==> config.mk <==
export PLATFORM = sky130hd
export DESIGN_NAME = div_wb_scheduler
export DESIGN_NICKNAME = d
export VERILOG_FILES = /design/src/rtl/div_wb_scheduler.sv
export SDC_FILE = /design/constraint.sdc
export NUM_CORES = 1
export LEC_CHECK = 0
export BUFFER_PORTS_ARGS = -buffer_cell sky130_fd_sc_hd__buf_2
export CAP_MARGIN = 20
export CORE_MARGIN = 4
export CORE_UTILIZATION = 56
export DETAILED_ROUTE_END_ITERATION = 10
export HOLD_SLACK_MARGIN = 0.06
export PLACE_DENSITY = 0.82
export SYNTH_ARGS = -nofsm -noshare
export SYNTH_HDL_FRONTEND = slang
export SYNTH_SLANG_ARGS = --single-unit
==> constraint.sdc <==
create_clock -name clk -period 5.05 [get_ports clk]
set_input_delay 1.01 -clock clk [delete_from_list [all_inputs] [get_ports clk]]
set_output_delay 1.01 -clock clk [all_outputs]
set_load 0.005 [all_outputs]
==> src/rtl/div_wb_scheduler.sv <==
// div_wb_scheduler: tracks in-flight ops of the pipelined divider, publishes
// per-slot busy info for decode hazards, arbitrates the RF write port and
// drains outstanding divides before acknowledging a halt.
// Optional: define DIV_WB_PERF_EN to add perf_collide_cnt / perf_raw_cnt.
module div_wb_scheduler #(
   parameter int unsigned DEPTH        = 8,
   parameter int unsigned COLLIDE_SLOT = 5
) (
   input  logic                 clk,
   input  logic                 rst,
   input  logic                 issue_valid,
   input  logic [4:0]           issue_rd,
   input  logic                 issue_get_rem,
   input  logic                 flush,
   input  logic                 dec_reg_we,
   input  logic                 dec_is_div,
   input  logic [4:0]           dec_rs1,
   input  logic [4:0]           dec_rs2,
   input  logic                 alu_wb_valid,
   input  logic [4:0]           alu_wb_rd,
   input  logic                 halt_req,
   output logic [7*DEPTH-1:0]   busy_flat,
   output logic                 div_wb_valid,
   output logic [4:0]           div_wb_rd,
   output logic                 wb_sel_div,
   output logic                 alu_wb_drop,
   output logic                 raw_conflict,
   output logic                 collide_stall,
   output logic [4:0]           inflight,
   output logic                 halt_ack
`ifdef DIV_WB_PERF_EN
   ,
   output logic [31:0]          perf_collide_cnt,
   output logic [31:0]          perf_raw_cnt
`endif
);

   typedef struct packed {
      logic       valid;
      logic       get_rem;
      logic [4:0] rd;
   } slot_t;

   typedef enum logic [1:0] {
      ST_RUN   = 2'd0,
      ST_DRAIN = 2'd1,
      ST_HALT  = 2'd2
   } state_t;

   slot_t [DEPTH-1:0] slot_q, slot_d;
   logic [4:0]        inflight_q, inflight_d;
   state_t            state_q, state_d;
   logic              halt_ack_q, halt_ack_d;
   logic              enter_c;
   logic              raw_c;

   // New entry: rd=x0 and flushed issues never occupy a slot; payload zeroed when invalid
   always_comb begin
      enter_c    = issue_valid & ~flush & (issue_rd != 5'd0);
      slot_d     = {slot_q[DEPTH-2:0], slot_t'('0)};
      if (enter_c) begin
         slot_d[0].valid   = 1'b1;
         slot_d[0].get_rem = issue_get_rem;
         slot_d[0].rd      = issue_rd;
      end
      inflight_d = inflight_q + 5'(enter_c) - 5'(slot_q[DEPTH-1].valid);
   end

   // Halt-drain sequencing; halt_ack rises together with entry into HALT
   always_comb begin
      state_d    = state_q;
      halt_ack_d = halt_ack_q;
      unique case (state_q)
         ST_RUN: begin
            if (halt_req) state_d = ST_DRAIN;
         end
         ST_DRAIN: begin
            if ((inflight_q == 5'd0) && !enter_c) begin
               state_d    = ST_HALT;
               halt_ack_d = 1'b1;
            end
         end
         ST_HALT: begin
            halt_ack_d = 1'b1;
         end
         default: begin
            state_d    = ST_RUN;
            halt_ack_d = 1'b0;
         end
      endcase
   end

   // Slot pipeline, occupancy counter and FSM registers
   always_ff @(posedge clk or negedge rst) begin
      if (!rst) begin
         slot_q     <= '0;
         inflight_q <= 5'd0;
         state_q    <= ST_RUN;
         halt_ack_q <= 1'b0;
      end else begin
         slot_q     <= slot_d;
         inflight_q <= inflight_d;
         state_q    <= state_d;
         halt_ack_q <= halt_ack_d;
      end
   end

   // RAW hazard: any valid slot whose rd matches a non-zero decode source
   always_comb begin
      raw_c = 1'b0;
      for (int unsigned k = 0; k < DEPTH; k++) begin
         if (slot_q[k].valid &&
             (((dec_rs1 != 5'd0) && (slot_q[k].rd == dec_rs1)) ||
              ((dec_rs2 != 5'd0) && (slot_q[k].rd == dec_rs2)))) begin
            raw_c = 1'b1;
         end
      end
   end

   // Output mapping; divider always owns the write port when retiring
   always_comb begin
      busy_flat     = slot_q;
      div_wb_valid  = slot_q[DEPTH-1].valid;
      div_wb_rd     = slot_q[DEPTH-1].rd;
      wb_sel_div    = slot_q[DEPTH-1].valid;
      alu_wb_drop   = slot_q[DEPTH-1].valid & alu_wb_valid;
      raw_conflict  = raw_c;
      collide_stall = slot_q[COLLIDE_SLOT].valid & dec_reg_we & ~dec_is_div;
      inflight      = inflight_q;
      halt_ack      = halt_ack_q;
   end

`ifdef DIV_WB_PERF_EN
   logic [31:0] perf_collide_q, perf_collide_d;
   logic [31:0] perf_raw_q, perf_raw_d;

   // Saturating event counters
   always_comb begin
      perf_collide_d = perf_collide_q;
      perf_raw_d     = perf_raw_q;
      if (collide_stall && (perf_collide_q != 32'hFFFF_FFFF))
         perf_collide_d = perf_collide_q + 32'd1;
      if (raw_c && !collide_stall && (perf_raw_q != 32'hFFFF_FFFF))
         perf_raw_d = perf_raw_q + 32'd1;
   end

   // Counter registers
   always_ff @(posedge clk or negedge rst) begin
      if (!rst) begin
         perf_collide_q <= 32'd0;
         perf_raw_q     <= 32'd0;
      end else begin
         perf_collide_q <= perf_collide_d;
         perf_raw_q     <= perf_raw_d;
      end
   end

   assign perf_collide_cnt = perf_collide_q;
   assign perf_raw_cnt     = perf_raw_q;
`endif

endmodule

==> run_results.csv <==
group,metric,value,unit
clock_network,post_cts_buffers,0,
clock_network,path_clk_slew,0.07,ns
cells_and_area,fin_nets,390,
clock_network,cts_buffers,9,
die,rows,28,
timing,max_freq,0.262,GHz
clock_network,cts_hold_buf,0,
cells_and_area,areaGrowthSynthToFinish,6.53,%
drt,vias_per_cell,5.14,
setup_path,worst_path_most_repeated_cell,"buf_2",
clock_network,cts_max_path_buffers,2,
die,die-area,0.00760,sq mm
timing,hold_viol_final,0,
timing,setup-violations-final,0,
clock_network,post_cts_resized,0,
setup_path,cpPeakStageDelay,0.72,ns
synth,ys_ff_latch,64,
setup_path,crit_path_max_fanout,9,
setup_path,cpMaxStageDelayCell,"or4_1",
synth,ys_seq_area_share,45.6,%
die,die_w,87.2,microns
place,finalWeightedCongestion,0.771,
synth,syn_area,0.00351,sq mm
cells_and_area,final_layout_size_suffix_gt1_share,32.2,%
clock_network,cts_root_buf,"clkbuf_8",
setup_path,critPathLaunchType,"input port",
cells_and_area,regArea,0.00160,sq mm
synth,synthTopCellsByArea,"dfrtp_1 46%, xnor2_1 20%, buf_4 12%",
timing,max_slew_margin,48.4,%
global_route,grt_overflow,0,
cells_and_area,multi_input_area,0.00135,sq mm
setup_path,cp.arrival,2.80,ns
power,ir_worst_vdd,341,uV
synth,postSynthNetCount,353,
place,dp_hpwl,5270,microns
die,core_area,0.00599,sq mm
clock_network,cts.sinks,64,
timing,finClkSkew,0.00477,ns
global_route,grt_max_degree,65,
synth,synthAdderAreaFrac,4.14,%
synth,synth_top_family_by_area,"XOR/XNOR gates",
global_route,grt_pass1_wl,11500,microns
place,dpl-instance-area,0.00356,sq mm
drt,firstDrtPassIters,4,
synth,synth_xor_area_share,21.0,%
timing,fin_tns_setup,0,ns
power,powerDensity,340,mW/mm^2
global_route,grt_pass1_vias,2300,
drt,antenna_left,0,
drt,drc_errors,0,
cells_and_area,fill_cells,496,
timing,whs,0.368,ns
timing,worst_slack,1.24,ns
drt,num_vias,2204,
timing,worst_pin_slew,0.774,ns
power,power,1.27,mW
die,die_y,87.2,microns
synth,ys_types,28,
synth,syn_inst,313,
synth,yosys.area_share.simple,5.53,%
cells_and_area,diodes,0,
drt,wl,6860,microns
timing,rsz0062_at_grt,"false",
drt,initialDrtViolationCount,106,
synth,yosys.area.top_type_share,45.6,%
power,p_leak,1.76,nW
timing,slew_violations,0,
outcome,status,"finished clean",
drt,post_drt_wl_per_cell,16.0,microns
synth,synth-compound-area-share,7.49,%
synth,synth_largest_area_cell,"dfrtp_1",
timing,fin_crit_sh,75.4,%
place,portBuffers,95,
die,ios,101,
place,preCtsSetupSlack,1.25,ns
timing,period_minus_slack,3.81,ns
cells_and_area,design_area,0.00374,sq mm
setup_path,path_class,"input port to output pin",
synth,synthMuxAreaShare,0.321,%
synth,syn_avg_cell_area,11.2,sq um
clock_network,cts_tree,"done",
setup_path,critical_path_required,4.04,ns
clock_network,htreeDepth,3,
clock_network,clkLatencyLatePin,0.34,ns
setup_path,path_cells,"buf_2, or4_1, o211ai_1, o22ai_1, a22oi_1, nand4_1, buf_2",
setup_path,endpoint_kind,"output pin",
global_route,globalRouteTotalUtil,20.0,%
synth,yosys_warnings,0,
run,drv_cap,0,
worst_hold_path,hold_path_class,"flip-flop to flip-flop",
global_route,antenna_found_initial,0,
die,initial_utilization,58.6,%
final timing paths:
| kind | from | to | slack (ns) | cells after the start |
|---|---|---|---|---|
| setup / recovery | dec_rs2[1] | raw_conflict | 1.24 | 7 |
| hold / removal | busy_flat[47] | busy_flat[54] | 0.37 | 0 |
| setup reg to reg | div_wb_valid | inflight[4] | 3.13 | 8 |
| hold reg to reg | busy_flat[47] | busy_flat[54] | 0.37 | 0 |
| max in group asynchronous | rst | div_wb_rd[3] | 3.70 | 2 |
| min in group asynchronous | rst | busy_flat[47] | 0.83 | 2 |
kinds of logic (layout without fill, tap and decap cells):
family | Yosys count | count (layout)
DFF | 64 | 64
and+or+nand+nor | 35 | 35
buffers and inverters | 80 | 121
xor gates and xnor gates | 84 | 84
muxes | 1 | 1
adders and majority gates | 11 | 11
AOI/OAI and AO/OA | 38 | 38
sequential cells by signal (all words and copies together), names as in the netlist:
| signal | flops |
|---|---|
| halt_ack | 1 |
| div_wb_valid | 1 |
| busy_flat | 50 |
| div_wb_rd | 5 |
| inflight | 5 |
| state_q | 2 |
where the power goes:
| group | total [mW] | switching, mW | internal, mW |
|---|---|---|---|
| sequential | 0.596 | 0.0404 | 0.556 |
| clock | 0.383 | 0.183 | 0.200 |
| combinational | 0.293 | 0.148 | 0.144 |
metrics by stage:
| stage | instances | util [%] |
|---|---|---|
| floorplan | 313 | - |
| global placement | 414 | 59.5 |
| detailed placement | 414 | 59.5 |
| CTS | 429 | 62.4 |
| global route | 429 | 62.4 |
| finish | 429 | 62.4 |
metal layers:
metal  share of wire (%)  global-route usage (%)
met3                 8.2                    6.34
met4                 1.1                    6.28
met2                  50                    33.3
met1                  41                    24.9
met5                   0                       0
synth_stat cells, drive strengths merged:
| cell | number |
|---|---|
| mux2 | 1 |
| xnor2 | 82 |
| o21ai | 1 |
| a22oi | 4 |
| nor2 | 4 |
| nor2b | 1 |
| and2b | 1 |
| a31o | 1 |
| a21o | 1 |
| dfrtp | 64 |
| inv | 10 |
| fa | 1 |
| o22ai | 8 |
| or4 | 3 |
| xor2 | 2 |
| o211ai | 16 |
| ha | 10 |
| o21a | 1 |
| nand2 | 1 |
| buf | 70 |
| nand4 | 1 |
| and2 | 7 |
| nand3 | 17 |
| a21oi | 6 |
layout make-up:
type                       count  share of cell area, %
clock buffer                  12                   4.15
clock inverter                 3                  0.469
timing repair buffer          96                   12.9
tap                           75                   2.51
inverter                      10                   1.00
sequential                    64                   42.9
multi-input combinational    169                   36.1
worst max-delay path, delay by kind of cell:
| kind | cells | cell delay, ns |
|---|---|---|
| compound gates | 3 | 0.59 |
| buf+inv | 2 | 0.34 |
| simple gates | 2 | 0.85 |
placed cells by master, fill, tap and decap left out:
cell	instances
a21o_1	1
a21oi_1	6
a22oi_1	4
a31o_2	1
and2_1	7
and2b_1	1
buf_2	95
buf_4	1
clkbuf_1	1
clkbuf_8	11
clkinv_2	2
clkinvlp_4	1
dfrtp_1	64
fa_1	1
ha_1	10
inv_1	10
mux2_2	1
nand2_1	1
nand3_1	17
nand4_1	1
nor2_1	4
nor2b_1	1
o211ai_1	16
o21a_1	1
o21ai_2	1
o22ai_1	8
or4_1	2
or4_4	1
xnor2_1	82
xor2_1	2
Note: power is estimated with default switching activity, not from simulation.
